`src/rtl/axil_reg_master_pkg.sv`:
```
// ============================================================================
// Module      : axil_master_pkg
// Description : Shared types and constants for the AXI4-Lite register master.
// Revision    : 1.0 - initial release
// ============================================================================
`default_nettype none

package axil_master_pkg;

    typedef enum logic [2:0] {
        IDLE = 3'd0,
        WR   = 3'd1,
        WR_B = 3'd2,
        RD   = 3'd3,
        RD_R = 3'd4,
        RSP  = 3'd5
    } state_t;

    localparam logic [1:0] RESP_OKAY    = 2'b00;
    localparam logic [1:0] RESP_EXOKAY  = 2'b01;
    localparam logic [1:0] RESP_SLVERR  = 2'b10;
    localparam logic [1:0] RESP_DECERR  = 2'b11;

    localparam logic [2:0] PROT_DEFAULT = 3'b000;

endpackage

`default_nettype wire

```
`src/rtl/axil_reg_master_if.sv`:
```
// ============================================================================
// Module      : axil_reg_master_if
// Description : AXI4-Lite channel bundle with master and slave views.
// Revision    : 1.0 - initial release
// ============================================================================
`default_nettype none

interface axil_reg_master_if #(
    parameter int ADDR_WIDTH = 16,
    parameter int DATA_WIDTH = 32,
    parameter int STRB_WIDTH = DATA_WIDTH / 8
);
    logic [ADDR_WIDTH-1:0] awaddr;
    logic [2:0]            awprot;
    logic                  awvalid;
    logic                  awready;
    logic [DATA_WIDTH-1:0] wdata;
    logic [STRB_WIDTH-1:0] wstrb;
    logic                  wvalid;
    logic                  wready;
    logic [1:0]            bresp;
    logic                  bvalid;
    logic                  bready;
    logic [ADDR_WIDTH-1:0] araddr;
    logic [2:0]            arprot;
    logic                  arvalid;
    logic                  arready;
    logic [DATA_WIDTH-1:0] rdata;
    logic [1:0]            rresp;
    logic                  rvalid;
    logic                  rready;

    modport master (
        output awaddr, awprot, awvalid, input  awready,
        output wdata, wstrb, wvalid,    input  wready,
        input  bresp, bvalid,           output bready,
        output araddr, arprot, arvalid, input  arready,
        input  rdata, rresp, rvalid,    output rready
    );

    modport slave (
        input  awaddr, awprot, awvalid, output awready,
        input  wdata, wstrb, wvalid,    output wready,
        output bresp, bvalid,           input  bready,
        input  araddr, arprot, arvalid, output arready,
        output rdata, rresp, rvalid,    input  rready
    );

endinterface

`default_nettype wire

```
`src/rtl/axil_reg_master_timeout_cnt.sv`:
```
// ============================================================================
// Module      : axil_timeout_cnt
// Description : Per-transaction bus-phase watchdog; TIMEOUT_CYCLES=0 disables.
// Revision    : 1.0 - initial release
// ============================================================================
`default_nettype none

module axil_timeout_cnt #(
    parameter int TIMEOUT_CYCLES = 1024
) (
    input  wire  clk,
    input  wire  rst,
    input  wire  clear,
    input  wire  enable,
    output logic expired
);

    generate
        if (TIMEOUT_CYCLES == 0) begin : g_disabled
            assign expired = 1'b0;
        end else begin : g_enabled
            localparam int CW = $clog2(TIMEOUT_CYCLES + 1);
            localparam logic [CW-1:0] c_LAST = CW'(TIMEOUT_CYCLES - 1);
            localparam logic [CW-1:0] c_MAX  = CW'(TIMEOUT_CYCLES);

            logic [CW-1:0] r_cnt;

            always_ff @(posedge clk or posedge rst) begin
                if (rst) begin
                    r_cnt <= '0;
                end else if (clear) begin
                    r_cnt <= '0;
                end else if (enable && (r_cnt != c_MAX)) begin
                    r_cnt <= r_cnt + 1'b1;
                end
            end

            // Flagged in the cycle whose increment reaches TIMEOUT_CYCLES, so a
            // valid is held for exactly TIMEOUT_CYCLES cycles before the abort.
            // Saturation keeps it flagged if a handshake deferred the abort.
            assign expired = enable && (r_cnt >= c_LAST);
        end
    endgenerate

endmodule

`default_nettype wire

```
`src/rtl/axil_reg_master.sv`:
```
// ============================================================================
// Module      : axil_reg_master
// Description : Command/response to single AXI4-Lite read/write initiator.
// Revision    : 1.0 - initial release
// ============================================================================
`default_nettype none

module axil_reg_master
    import axil_master_pkg::*;
#(
    parameter int AXI_ADDR_WIDTH = 16,
    parameter int AXI_DATA_WIDTH = 32,
    parameter int AXI_STRB_WIDTH = AXI_DATA_WIDTH / 8,
    parameter int TIMEOUT_CYCLES = 1024
) (
    input  wire                       m_axi_clk,
    input  wire                       m_axi_rst,

    input  wire                       cmd_valid,
    output logic                      cmd_ready,
    input  wire                       cmd_write,
    input  wire  [AXI_ADDR_WIDTH-1:0] cmd_addr,
    input  wire  [AXI_DATA_WIDTH-1:0] cmd_wdata,
    input  wire  [AXI_STRB_WIDTH-1:0] cmd_wstrb,

    output logic                      rsp_valid,
    input  wire                       rsp_ready,
    output logic [AXI_DATA_WIDTH-1:0] rsp_rdata,
    output logic [1:0]                rsp_resp,
    output logic                      rsp_timeout,

    axil_reg_master_if.master         m_axil
);

    state_t                    r_state;
    logic                      r_awvalid;
    logic                      r_wvalid;
    logic                      r_arvalid;
    logic                      r_bready;
    logic [AXI_ADDR_WIDTH-1:0] r_awaddr;
    logic [AXI_ADDR_WIDTH-1:0] r_araddr;
    logic [AXI_DATA_WIDTH-1:0] r_wdata;
    logic [AXI_STRB_WIDTH-1:0] r_wstrb;

    logic w_accept;
    logic w_bus_active;
    logic w_expired;
    logic w_aw_hs;
    logic w_w_hs;
    logic w_wr_done;
    logic w_abort;

    assign cmd_ready    = (r_state == IDLE);
    assign w_accept     = cmd_ready && cmd_valid;
    assign w_bus_active = (r_state == WR) || (r_state == WR_B) ||
                          (r_state == RD) || (r_state == RD_R);

    assign w_aw_hs   = r_awvalid && m_axil.awready;
    assign w_w_hs    = r_wvalid  && m_axil.wready;
    assign w_wr_done = (!r_awvalid || w_aw_hs) && (!r_wvalid || w_w_hs);

    axil_timeout_cnt #(
        .TIMEOUT_CYCLES (TIMEOUT_CYCLES)
    ) u_timeout (
        .clk     (m_axi_clk),
        .rst     (m_axi_rst),
        .clear   (w_accept),
        .enable  (w_bus_active),
        .expired (w_expired)
    );

    // A handshake landing in the expiry cycle takes priority over the abort.
    always_comb begin
        w_abort = 1'b0;
        case (r_state)
            WR:      w_abort = w_expired && !w_aw_hs && !w_w_hs;
            WR_B:    w_abort = w_expired && !m_axil.bvalid;
            RD:      w_abort = w_expired && !m_axil.arready;
            RD_R:    w_abort = w_expired && !m_axil.rvalid;
            default: w_abort = 1'b0;
        endcase
    end

    always_ff @(posedge m_axi_clk or posedge m_axi_rst) begin
        if (m_axi_rst) begin
            r_state     <= IDLE;
            r_awvalid   <= 1'b0;
            r_wvalid    <= 1'b0;
            r_arvalid   <= 1'b0;
            r_bready    <= 1'b1;
            r_awaddr    <= '0;
            r_araddr    <= '0;
            r_wdata     <= '0;
            r_wstrb     <= '0;
            rsp_valid   <= 1'b0;
            rsp_rdata   <= '0;
            rsp_resp    <= RESP_OKAY;
            rsp_timeout <= 1'b0;
        end else if (w_abort) begin
            r_awvalid   <= 1'b0;
            r_wvalid    <= 1'b0;
            r_arvalid   <= 1'b0;
            r_bready    <= 1'b1;
            rsp_valid   <= 1'b1;
            rsp_rdata   <= '0;
            rsp_resp    <= RESP_SLVERR;
            rsp_timeout <= 1'b1;
            r_state     <= RSP;
        end else begin
            case (r_state)
                IDLE: begin
                    if (cmd_valid) begin
                        rsp_timeout <= 1'b0;
                        if (cmd_write) begin
                            r_awaddr  <= cmd_addr;
                            r_wdata   <= cmd_wdata;
                            r_wstrb   <= cmd_wstrb;
                            r_awvalid <= 1'b1;
                            r_wvalid  <= 1'b1;
                            r_bready  <= 1'b0;
                            r_state   <= WR;
                        end else begin
                            r_araddr  <= cmd_addr;
                            r_arvalid <= 1'b1;
                            r_state   <= RD;
                        end
                    end
                end
                WR: begin
                    if (w_aw_hs) r_awvalid <= 1'b0;
                    if (w_w_hs)  r_wvalid  <= 1'b0;
                    if (w_wr_done) begin
                        r_bready <= 1'b1;
                        r_state  <= WR_B;
                    end
                end
                WR_B: begin
                    if (m_axil.bvalid) begin
                        rsp_resp  <= m_axil.bresp;
                        rsp_rdata <= '0;
                        rsp_valid <= 1'b1;
                        r_state   <= RSP;
                    end
                end
                RD: begin
                    if (m_axil.arready) begin
                        r_arvalid <= 1'b0;
                        r_state   <= RD_R;
                    end
                end
                RD_R: begin
                    if (m_axil.rvalid) begin
                        rsp_rdata <= m_axil.rdata;
                        rsp_resp  <= m_axil.rresp;
                        rsp_valid <= 1'b1;
                        r_state   <= RSP;
                    end
                end
                RSP: begin
                    if (rsp_ready) begin
                        rsp_valid <= 1'b0;
                        r_state   <= IDLE;
                    end
                end
                default: r_state <= IDLE;
            endcase
        end
    end

    assign m_axil.awaddr  = r_awaddr;
    assign m_axil.awprot  = PROT_DEFAULT;
    assign m_axil.awvalid = r_awvalid;
    assign m_axil.wdata   = r_wdata;
    assign m_axil.wstrb   = r_wstrb;
    assign m_axil.wvalid  = r_wvalid;
    assign m_axil.bready  = r_bready;
    assign m_axil.araddr  = r_araddr;
    assign m_axil.arprot  = PROT_DEFAULT;
    assign m_axil.arvalid = r_arvalid;
    // Read data is always accepted; stray beats outside RD_R are simply dropped.
    assign m_axil.rready  = 1'b1;

endmodule

`default_nettype wire

```
`src/flat_wrapper.sv`:
```
// flat-port wrapper written by rule: the top's interface ports become plain ports
module axil_reg_master_flat import axil_master_pkg::*;
#(
    parameter int AXI_ADDR_WIDTH = 16,
    parameter int AXI_DATA_WIDTH = 32,
    parameter int AXI_STRB_WIDTH = AXI_DATA_WIDTH / 8,
    parameter int TIMEOUT_CYCLES = 1024
)
  (m_axi_clk, m_axi_rst, cmd_valid, cmd_ready, cmd_write, cmd_addr, cmd_wdata, cmd_wstrb, rsp_valid, rsp_ready, rsp_rdata, rsp_resp, rsp_timeout, m_axil_awaddr, m_axil_awprot, m_axil_awvalid, m_axil_awready, m_axil_wdata, m_axil_wstrb, m_axil_wvalid, m_axil_wready, m_axil_bresp, m_axil_bvalid, m_axil_bready, m_axil_araddr, m_axil_arprot, m_axil_arvalid, m_axil_arready, m_axil_rdata, m_axil_rresp, m_axil_rvalid, m_axil_rready);
  axil_reg_master_if #(.ADDR_WIDTH(16), .DATA_WIDTH(32)) m_axil_i ();
  input  wire m_axi_clk;
  input  wire m_axi_rst;
  input  wire cmd_valid;
  output logic cmd_ready;
  input  wire cmd_write;
  input  wire  [AXI_ADDR_WIDTH-1:0] cmd_addr;
  input  wire  [AXI_DATA_WIDTH-1:0] cmd_wdata;
  input  wire  [AXI_STRB_WIDTH-1:0] cmd_wstrb;
  output logic rsp_valid;
  input  wire rsp_ready;
  output logic [AXI_DATA_WIDTH-1:0] rsp_rdata;
  output logic [1:0] rsp_resp;
  output logic rsp_timeout;
  output wire logic [$bits(m_axil_i.awaddr)-1:0] m_axil_awaddr;
  output wire logic [$bits(m_axil_i.awprot)-1:0] m_axil_awprot;
  output wire logic [$bits(m_axil_i.awvalid)-1:0] m_axil_awvalid;
  input wire logic [$bits(m_axil_i.awready)-1:0] m_axil_awready;
  output wire logic [$bits(m_axil_i.wdata)-1:0] m_axil_wdata;
  output wire logic [$bits(m_axil_i.wstrb)-1:0] m_axil_wstrb;
  output wire logic [$bits(m_axil_i.wvalid)-1:0] m_axil_wvalid;
  input wire logic [$bits(m_axil_i.wready)-1:0] m_axil_wready;
  input wire logic [$bits(m_axil_i.bresp)-1:0] m_axil_bresp;
  input wire logic [$bits(m_axil_i.bvalid)-1:0] m_axil_bvalid;
  output wire logic [$bits(m_axil_i.bready)-1:0] m_axil_bready;
  output wire logic [$bits(m_axil_i.araddr)-1:0] m_axil_araddr;
  output wire logic [$bits(m_axil_i.arprot)-1:0] m_axil_arprot;
  output wire logic [$bits(m_axil_i.arvalid)-1:0] m_axil_arvalid;
  input wire logic [$bits(m_axil_i.arready)-1:0] m_axil_arready;
  input wire logic [$bits(m_axil_i.rdata)-1:0] m_axil_rdata;
  input wire logic [$bits(m_axil_i.rresp)-1:0] m_axil_rresp;
  input wire logic [$bits(m_axil_i.rvalid)-1:0] m_axil_rvalid;
  output wire logic [$bits(m_axil_i.rready)-1:0] m_axil_rready;
  assign m_axil_awaddr = m_axil_i.awaddr;
  assign m_axil_awprot = m_axil_i.awprot;
  assign m_axil_awvalid = m_axil_i.awvalid;
  assign m_axil_i.awready = m_axil_awready;
  assign m_axil_wdata = m_axil_i.wdata;
  assign m_axil_wstrb = m_axil_i.wstrb;
  assign m_axil_wvalid = m_axil_i.wvalid;
  assign m_axil_i.wready = m_axil_wready;
  assign m_axil_i.bresp = m_axil_bresp;
  assign m_axil_i.bvalid = m_axil_bvalid;
  assign m_axil_bready = m_axil_i.bready;
  assign m_axil_araddr = m_axil_i.araddr;
  assign m_axil_arprot = m_axil_i.arprot;
  assign m_axil_arvalid = m_axil_i.arvalid;
  assign m_axil_i.arready = m_axil_arready;
  assign m_axil_i.rdata = m_axil_rdata;
  assign m_axil_i.rresp = m_axil_rresp;
  assign m_axil_i.rvalid = m_axil_rvalid;
  assign m_axil_rready = m_axil_i.rready;
  axil_reg_master #(.AXI_ADDR_WIDTH(AXI_ADDR_WIDTH), .AXI_DATA_WIDTH(AXI_DATA_WIDTH), .AXI_STRB_WIDTH(AXI_STRB_WIDTH), .TIMEOUT_CYCLES(TIMEOUT_CYCLES)) u_core (.m_axi_clk(m_axi_clk), .m_axi_rst(m_axi_rst), .cmd_valid(cmd_valid), .cmd_ready(cmd_ready), .cmd_write(cmd_write), .cmd_addr(cmd_addr), .cmd_wdata(cmd_wdata), .cmd_wstrb(cmd_wstrb), .rsp_valid(rsp_valid), .rsp_ready(rsp_ready), .rsp_rdata(rsp_rdata), .rsp_resp(rsp_resp), .rsp_timeout(rsp_timeout), .m_axil(m_axil_i));
endmodule
```
`config.mk`:
```
export PLATFORM = sky130hd
export DESIGN_NAME = axil_reg_master_flat
export DESIGN_NICKNAME = d
export VERILOG_FILES = /design/src/rtl/axil_reg_master_pkg.sv /design/src/rtl/axil_reg_master_if.sv /design/src/rtl/axil_reg_master_timeout_cnt.sv /design/src/rtl/axil_reg_master.sv /design/src/flat_wrapper.sv
export SDC_FILE = /design/constraint.sdc
export NUM_CORES = 1
export LEC_CHECK = 0
export BUFFER_PORTS_ARGS = -buffer_cell sky130_fd_sc_hd__buf_4
export CAP_MARGIN = 15
export CORE_MARGIN = 3
export CORE_UTILIZATION = 52
export CTS_CLUSTER_DIAMETER = 80
export DETAILED_ROUTE_END_ITERATION = 10
export PLACE_DENSITY = 0.92
export SYNTH_ARGS = -nofsm -noshare
export SYNTH_HDL_FRONTEND = slang
export SYNTH_SLANG_ARGS = --single-unit
```
`constraint.sdc`:
```
create_clock -name m_axi_clk -period 10.2 [get_ports m_axi_clk]
set_input_delay 2.55 -clock m_axi_clk [delete_from_list [all_inputs] [get_ports m_axi_clk]]
set_output_delay 2.55 -clock m_axi_clk [all_outputs]
set_load 0.05 [all_outputs]
```
# Yosys cells after proc, flatten, opt, wreduce, memory -nomap -nowiden
# Cells that the tools add are included.
[word_totals] regBits=122 in_bits=98 elab_cells=121
[op_classes] add_sub_neg=1 magnitude_cmp=1 n_eq_ne=16 mux=46 n_bitwise=2 n_reduce_logical=41
[op_table] operator="$mux 32" count=3
[op_table] operator="$pmux 32 s2" count=1
[op_table] operator="$reduce_and 4->1" count=7
[op_table] operator="$mux 11" count=2
[op_table] operator="$mux 1" count=21
[op_table] operator="$mux 3" count=7
[op_table] operator="$pmux 3 s6" count=1
[op_table] operator="$ne 3x2->1 const B" count=4
[op_table] operator="$add 11x1->11 const B" count=1
[op_table] operator="$ge 11x10->1 const B" count=1
[op_table] operator="$logic_and 1x1->1" count=11
[op_table] operator="$ne 11x11->1 const B" count=1
[op_table] operator="$ne 3x1->1 const B" count=3
[op_table] operator="$ne 3x3->1 const B" count=3
[op_table] operator="$reduce_bool 3->1" count=3
[op_table] operator="$mux 2" count=4
[op_table] operator="$pmux 1 s2" count=4
[op_table] operator="$logic_not 1->1" count=7
[op_table] operator="$eq 3x2->1 const B" count=2
[op_table] operator="$eq 3x3->1 const B" count=2
[op_table] operator="$reduce_and 6->1" count=1
[op_table] operator="$reduce_bool 2->1" count=3
[op_table] operator="$logic_or 1x1->1" count=5
[op_table] operator="$pmux 1 s4" count=1
[op_table] operator="8 further kinds" count=9

# Logic depth before layout (Yosys ltp)
[logic_depth] depth_word=10 ltp_mapped=8 ltp_nobuf=6

# Modules after synthesis
# Synthesis repeated with hierarchy kept, for this count alone.
[hier_totals] cells_unflattened=380 area_unflattened_um2=5186.2
[by_module_without_submodules] mod="axil_reg_master" instances=1 cells_each=311 area_per_inst_um2=4538.1 seq_area_each_um2=2778.9
[by_module_without_submodules] mod="axil_timeout_cnt" instances=1 cells_each=69 area_per_inst_um2=648.1 seq_area_each_um2=275.3

# Least setup slack after synthesis
# No wires, ideal clock.
[synth_path] kind="in2reg" startpoint="input m_axil_rvalid" endpoint="register u_core.rsp_rdata[19]" t_arrival_ps=3772 required_time_ps=10078 setup_slack_ps=6306 stages=7 path_buffers=2 cell_sequence="or4b_1 > o31ai_1 > a211o_1 > and2_4 > buf_6 > buf_6 > nor2_1"
[synth_between] elab_chain_cells=5 elab_cells_between_ends=8 cone_classes="2 x eq/ne; 2 x mux; 4 x reduce/logical"
[synth_lines] item="from (decl)" line="flat_wrapper.sv:41" text="input wire logic [$bits(m_axil_i.rvalid)-1:0] m_axil_rvalid;"
[synth_lines] item="$logic_not 1->1" line="axil_reg_master.sv:79" text="RD_R: w_abort = w_expired && !m_axil.rvalid;"
[synth_lines] item="$logic_and 1x1->1" line="axil_reg_master.sv:79"
[synth_lines] item="$pmux 1 s4" line="axil_reg_master.sv:75" text="case (r_state)"
[synth_lines] item="$ne 3x2->1 (no source line) / $reduce_bool 3->1 (equally long branches)"
[synth_lines] item="$reduce_and 3->1 (no source line)"
[synth_lines] item="to (signal assigned)" line="axil_reg_master.sv:153" text="rsp_rdata <= m_axil.rdata;"
[synth_lines] item="to (decl)" line="axil_reg_master.sv:28" text="output logic [AXI_DATA_WIDTH-1:0] rsp_rdata,"
# Parallel ways exist; a longest one is shown, timed or not.
# A chain may end at the register's enable or synchronous reset.

# Worst setup path in the final report
[layout_path] startpoint="register u_core.r_state[0]" endpoint="output cmd_ready"
[layout_between] elab_chain_cells=1
[layout_lines] item="from (decl)" line="axil_reg_master.sv:35" text="state_t r_state;"
[layout_lines] item="from (signal assigned)" line="axil_reg_master.sv:86" text="r_state <= IDLE;"
[layout_lines] item="from (signal assigned)" line="axil_reg_master.sv:108" text="r_state <= RSP;"
[layout_lines] item="from (signal assigned)" line="axil_reg_master.sv:121" text="r_state <= WR;"
[layout_lines] item="$logic_not 3->1" line="axil_reg_master.sv:53" text="assign cmd_ready = (r_state == IDLE);"
[layout_lines] item="to (decl)" line="flat_wrapper.sv:14" text="output logic cmd_ready;"
# Every way passes these cells.

==> impl_summary.log <==
[metrics] dominant synthesized flop cell: sky130_fd_sc_hd__dfrtp_1
[metrics] port buffer count: between 200 and 250
[metrics] Avg WL per Cell: 19.0 um
[metrics] post-synthesis async set-or-reset flop share: 100%
[metrics] wire length of the first global-routing pass: approximately 22 mm
[metrics] initial core utilization: a little over half
[metrics] count of mapped cells out of synthesis: a little over 400
[metrics] Final period util: 43.1%
[metrics] Floorplan Core Area: around 9900 um2
[metrics] Sw Share: ~46%
[metrics] router iterations before antenna repair: 5
[metrics] result of the run: completed
[metrics] overall power: 2.97 mW
[metrics] worst reg2reg setup slack: roughly 7600 ps
[metrics] number of post-CTS setup repair buffers: 0
[metrics] synthesized flop and latch total: about 120
[metrics] worst-path cell chain: or3_4, inv_2, buf_4
[metrics] crit path DAT: 1840 ps
[metrics] placed standard-cell area: between 6000 and 7000 um2
[metrics] Sw Pwr: 1.35 mW
[metrics] vias: 4147
[metrics] clock tree from TritonCTS: built
[metrics] Site Rows: 36
[metrics] measured slew at the worst slew-check pin: approximately 1200 ps
[metrics] Max Slew Vio Count: 0
[metrics] overall routed net length: ~14 mm
[metrics] clock transition at the registers of the reported paths: about 60 ps
[metrics] worst relative slew slack: a little under a quarter
[metrics] Fin Clk Skew: approximately 9.1 ps
[metrics] peak supply drop: 0.000303 V
[metrics] cell area after layout: about 7500 um2
[metrics] summed instance area of the synthesized netlist: 5350 um2
[metrics] Resize count post-CTS: 0
[metrics] post-layout net count: a little over 700
[metrics] library cells used by synthesis: 50
[metrics] startpoint types: register
[metrics] DRT iter0 DRCs: 287
[metrics] vias in the first global route: 4317
[metrics] Finished Core Util: between 70% and 80%
[metrics] share of layout cells above drive strength 1: between 50% and 60%
[metrics] setup repair after global routing missed its margin: no
[metrics] Comb pwr share: between 50% and 60%
[metrics] GR Overflow Total: 0
[metrics] worst hold path stage count: 1
[metrics] number of max-capacitance violations reported: 0
[metrics] length in cells of the worst reg-to-reg path: 5
[metrics] slowest cell delay on critical path: 550 ps
[metrics] required time reported for the critical path endpoint: 7650 ps
[metrics] Tmin final: roughly 4400 ps
[metrics] worst hold path class: reg2reg
[metrics] r2r endpoint: u_core.m_axil.awaddr[3]$_DFFE_PP0P_
[metrics] synthesized area divided by synthesized cell count: 12.9 um2
[metrics] Clock Sinks: 122
[metrics] peak clock frequency supported by timing: 0.228 GHz
[metrics] Layout Area Growth over Synthesis: 40.0%
[metrics] number of enable flip-flop cells after synthesis: 0
[metrics] CP max stage cell: sky130_fd_sc_hd__dfrtp_1
[metrics] sequential fraction of the synthesis area: between 50% and 60%
[metrics] Vias/cell: approximately 5.5
[metrics] share of power burned in registers: 28.4%
[metrics] Longest Clk Path Bufs: 2
[metrics] HPWL after detailed placement: roughly 10 mm
[metrics] accumulated negative setup slack: 0 ps
[metrics] maximum number of pins on one net before global-route repair: 63
[metrics] Total Routing Usage GR: 24.7%
[metrics] total I/O pin count: 214
[metrics] worst r2r src: u_core.r_state[0]$_DFFE_PP0P_
[metrics] number of antenna violations at the first check in global routing: 0
[metrics] vertical extent of the die: approximately 110 um
[metrics] warnings from Yosys: 0
[metrics] launch instance of the worst min-delay path: u_core.rsp_resp[1]$_DFFE_PP0P_
[metrics] Power Dens Cells: a little under 400 nW/um2
[metrics] Die X-Extent: between 100 and 150 um
[metrics] internal power: between 1.5 and 2 mW
[metrics] part of the power in the clock network: a little over a fifth
[metrics] total of hold buffers inserted after clock tree synthesis: 0
[metrics] largest driver fanout on the critical path: 16
[metrics] Root Buffer Master: sky130_fd_sc_hd__clkbuf_8
[metrics] number of buffers created by CTS: 17
[metrics] antenna-violating nets left: 0
[metrics] H-Tree Level Count: 4
[metrics] final RePlAce weighted congestion: roughly 0.87
[metrics] Post-Route Hold Slack: between 500 and 600 ps
[metrics] insertion delay of the later-clocked pin in the worst-skew pair: around 500 ps
[metrics] reported leakage power: 3.87 nW
[metrics] worst setup path category: reg2out
[metrics] final setup vio count: 0
[metrics] hold path endpoint: u_core.rsp_resp[1]$_DFFE_PP0P_
[metrics] DRC violations left: 0
[metrics] crit end category: output pin
[metrics] ant diodes: 0
[metrics] number of hold violations in the final report: 0
[metrics] Die Footprint: around 12000 um2
==> cells in the mapped netlist (2+ instances only) <==
master	count	share of area, %
sky130_fd_sc_hd__dfrtp_1	121	57
sky130_fd_sc_hd__a22oi_1	34	4.8
sky130_fd_sc_hd__o31ai_1	2	0.28
sky130_fd_sc_hd__nor4_1	3	0.35
sky130_fd_sc_hd__nand2b_1	3	0.35
sky130_fd_sc_hd__mux2_2	21	4.4
sky130_fd_sc_hd__o22ai_1	3	0.35
sky130_fd_sc_hd__nor3_1	6	0.56
sky130_fd_sc_hd__nand3_1	8	0.75
sky130_fd_sc_hd__buf_2	5	0.47
sky130_fd_sc_hd__inv_1	9	0.63
sky130_fd_sc_hd__ha_1	2	0.47
sky130_fd_sc_hd__a21oi_1	9	0.84
sky130_fd_sc_hd__conb_1	2	0.14
sky130_fd_sc_hd__nor2b_1	3	0.35
sky130_fd_sc_hd__mux2i_1	2	0.37
sky130_fd_sc_hd__xor2_1	4	0.65
sky130_fd_sc_hd__o21ai_0	7	0.65
sky130_fd_sc_hd__buf_6	8	1.7
sky130_fd_sc_hd__nor2_1	48	3.4
sky130_fd_sc_hd__clkbuf_1	9	0.63
sky130_fd_sc_hd__and4_1	4	0.65
sky130_fd_sc_hd__xnor2_1	3	0.49
sky130_fd_sc_hd__a211o_1	2	0.33
sky130_fd_sc_hd__o211ai_1	2	0.28
sky130_fd_sc_hd__o21a_1	2	0.28
sky130_fd_sc_hd__mux2_4	47	13
sky130_fd_sc_hd__buf_4	8	1.1
sky130_fd_sc_hd__nand2_1	13	0.91
sky130_fd_sc_hd__or3_1	2	0.23
sky130_fd_sc_hd__a21o_1	3	0.42
==> layout by cell type (no fill, tap or decap), drive strengths merged, types with 3 or more instances in the layout <==
cell and n:
clkbuf 17, mux2 68, bufinv 4, nor2b 3, nand2b 3, a21oi 9, dfrtp 121, o22ai 3
xnor2 3, nor3 6, or3 3, nor4 3, clkinv 4, o21ai 7, a21o 3, nor2 49
inv 12, xor2 4, clkinvlp 3, buf 207, and4 4, nand3 8, conb 7, a22oi 34
nand2 14
==> final cells by class <==
cell class	count	area (um2)
Clock buffer	17	414
Clock inverter	13	195
Fill cell	624	2410
Inverter	10	40.0
Multi-Input combinational cell	257	2070
Sequential cell	122	3050
Tap cell	133	166
Timing Repair Buffer	207	1550
==> metal layers <==
layer | up-vias | part of all wire, % | global-route usage (%)
met5 | - | 0 | 0
li1 | 1857 | - | -
met3 | 10 | 8.8 | 8.28
met2 | 219 | 52 | 43.1
met1 | 2061 | 39 | 29.5
met4 | 0 | 0.59 | 6.31
==> power groups by stage <==
stage / sequential [mW] / combinational (mW) / clock (mW)
floorplan: 1.44 / 0.454 / 0
finish: 0.841 / 1.51 / 0.617
detailed placement: 0.831 / 1.51 / 0
global placement: 0.822 / 1.47 / 0
global route: 0.864 / 1.57 / 0.647
CTS: 0.838 / 1.51 / 0.625
==> worst max-delay path: cells and delay by family, from the launching register on <==
kind	cells	cell delay [ps]
buffers and inverters	2	330
AND/OR/NAND/NOR	1	470
flip-flops	1	550
==> sequential cells by signal, indices dropped and copies added (netlist names) <==
name                              cells
u_core.rsp_rdata                     32
u_core.u_timeout.g_enabled.r_cnt     11
u_core.m_axil.wdata                  32
u_core.m_axil.awaddr                 16
u_core.m_axil.wstrb                   4
u_core.m_axil.awvalid                 1
u_core.m_axil.bready                  1
u_core.rsp_resp                       2
u_core.rsp_valid                      1
u_core.m_axil.araddr                 16
u_core.rsp_timeout                    1
u_core.r_state                        3
u_core.m_axil.wvalid                  1
u_core.m_axil.arvalid                 1
==> per-stage QoR <==
stage	instances	setup slack [ps]
detailed placement	729	5960
floorplan	419	4410
global route	759	5720
global placement	729	6070
CTS	759	5810
finish	759	5810
==> kinds of logic after synthesis <==
family / count (synthesis) / synth area share [%]
buf+inv: 40 / 4.60
compound gates: 71 / 9.30
flops: 122 / 57.0
other cells: 2 / 0.140
xor+xnor: 7 / 1.15
fa+ha+maj: 2 / 0.467
simple gates: 100 / 9.33
mux: 70 / 18.0
==> worst max path at each step <==
stage	startpoint	to	slack, ps	cells after the start
final	u_core.r_state[0]$_DFFE_PP0P_	cmd_ready	5810	3
after global routing	u_core.r_state[0]$_DFFE_PP0P_	cmd_ready	5720	3
after CTS	u_core.r_state[0]$_DFFE_PP0P_	cmd_ready	5810	3
after detailed placement	m_axil_rvalid	u_core.rsp_rdata[21]$_DFFE_PP0P_	5960	6
after global placement	m_axil_rvalid	u_core.rsp_valid$_DFFE_PP0P_	6070	6
after floorplan	m_axi_rst	u_core.m_axil.araddr[0]$_DFFE_PP0P_	4410	1
No activity file was read; power rests on OpenSTA's default activity.
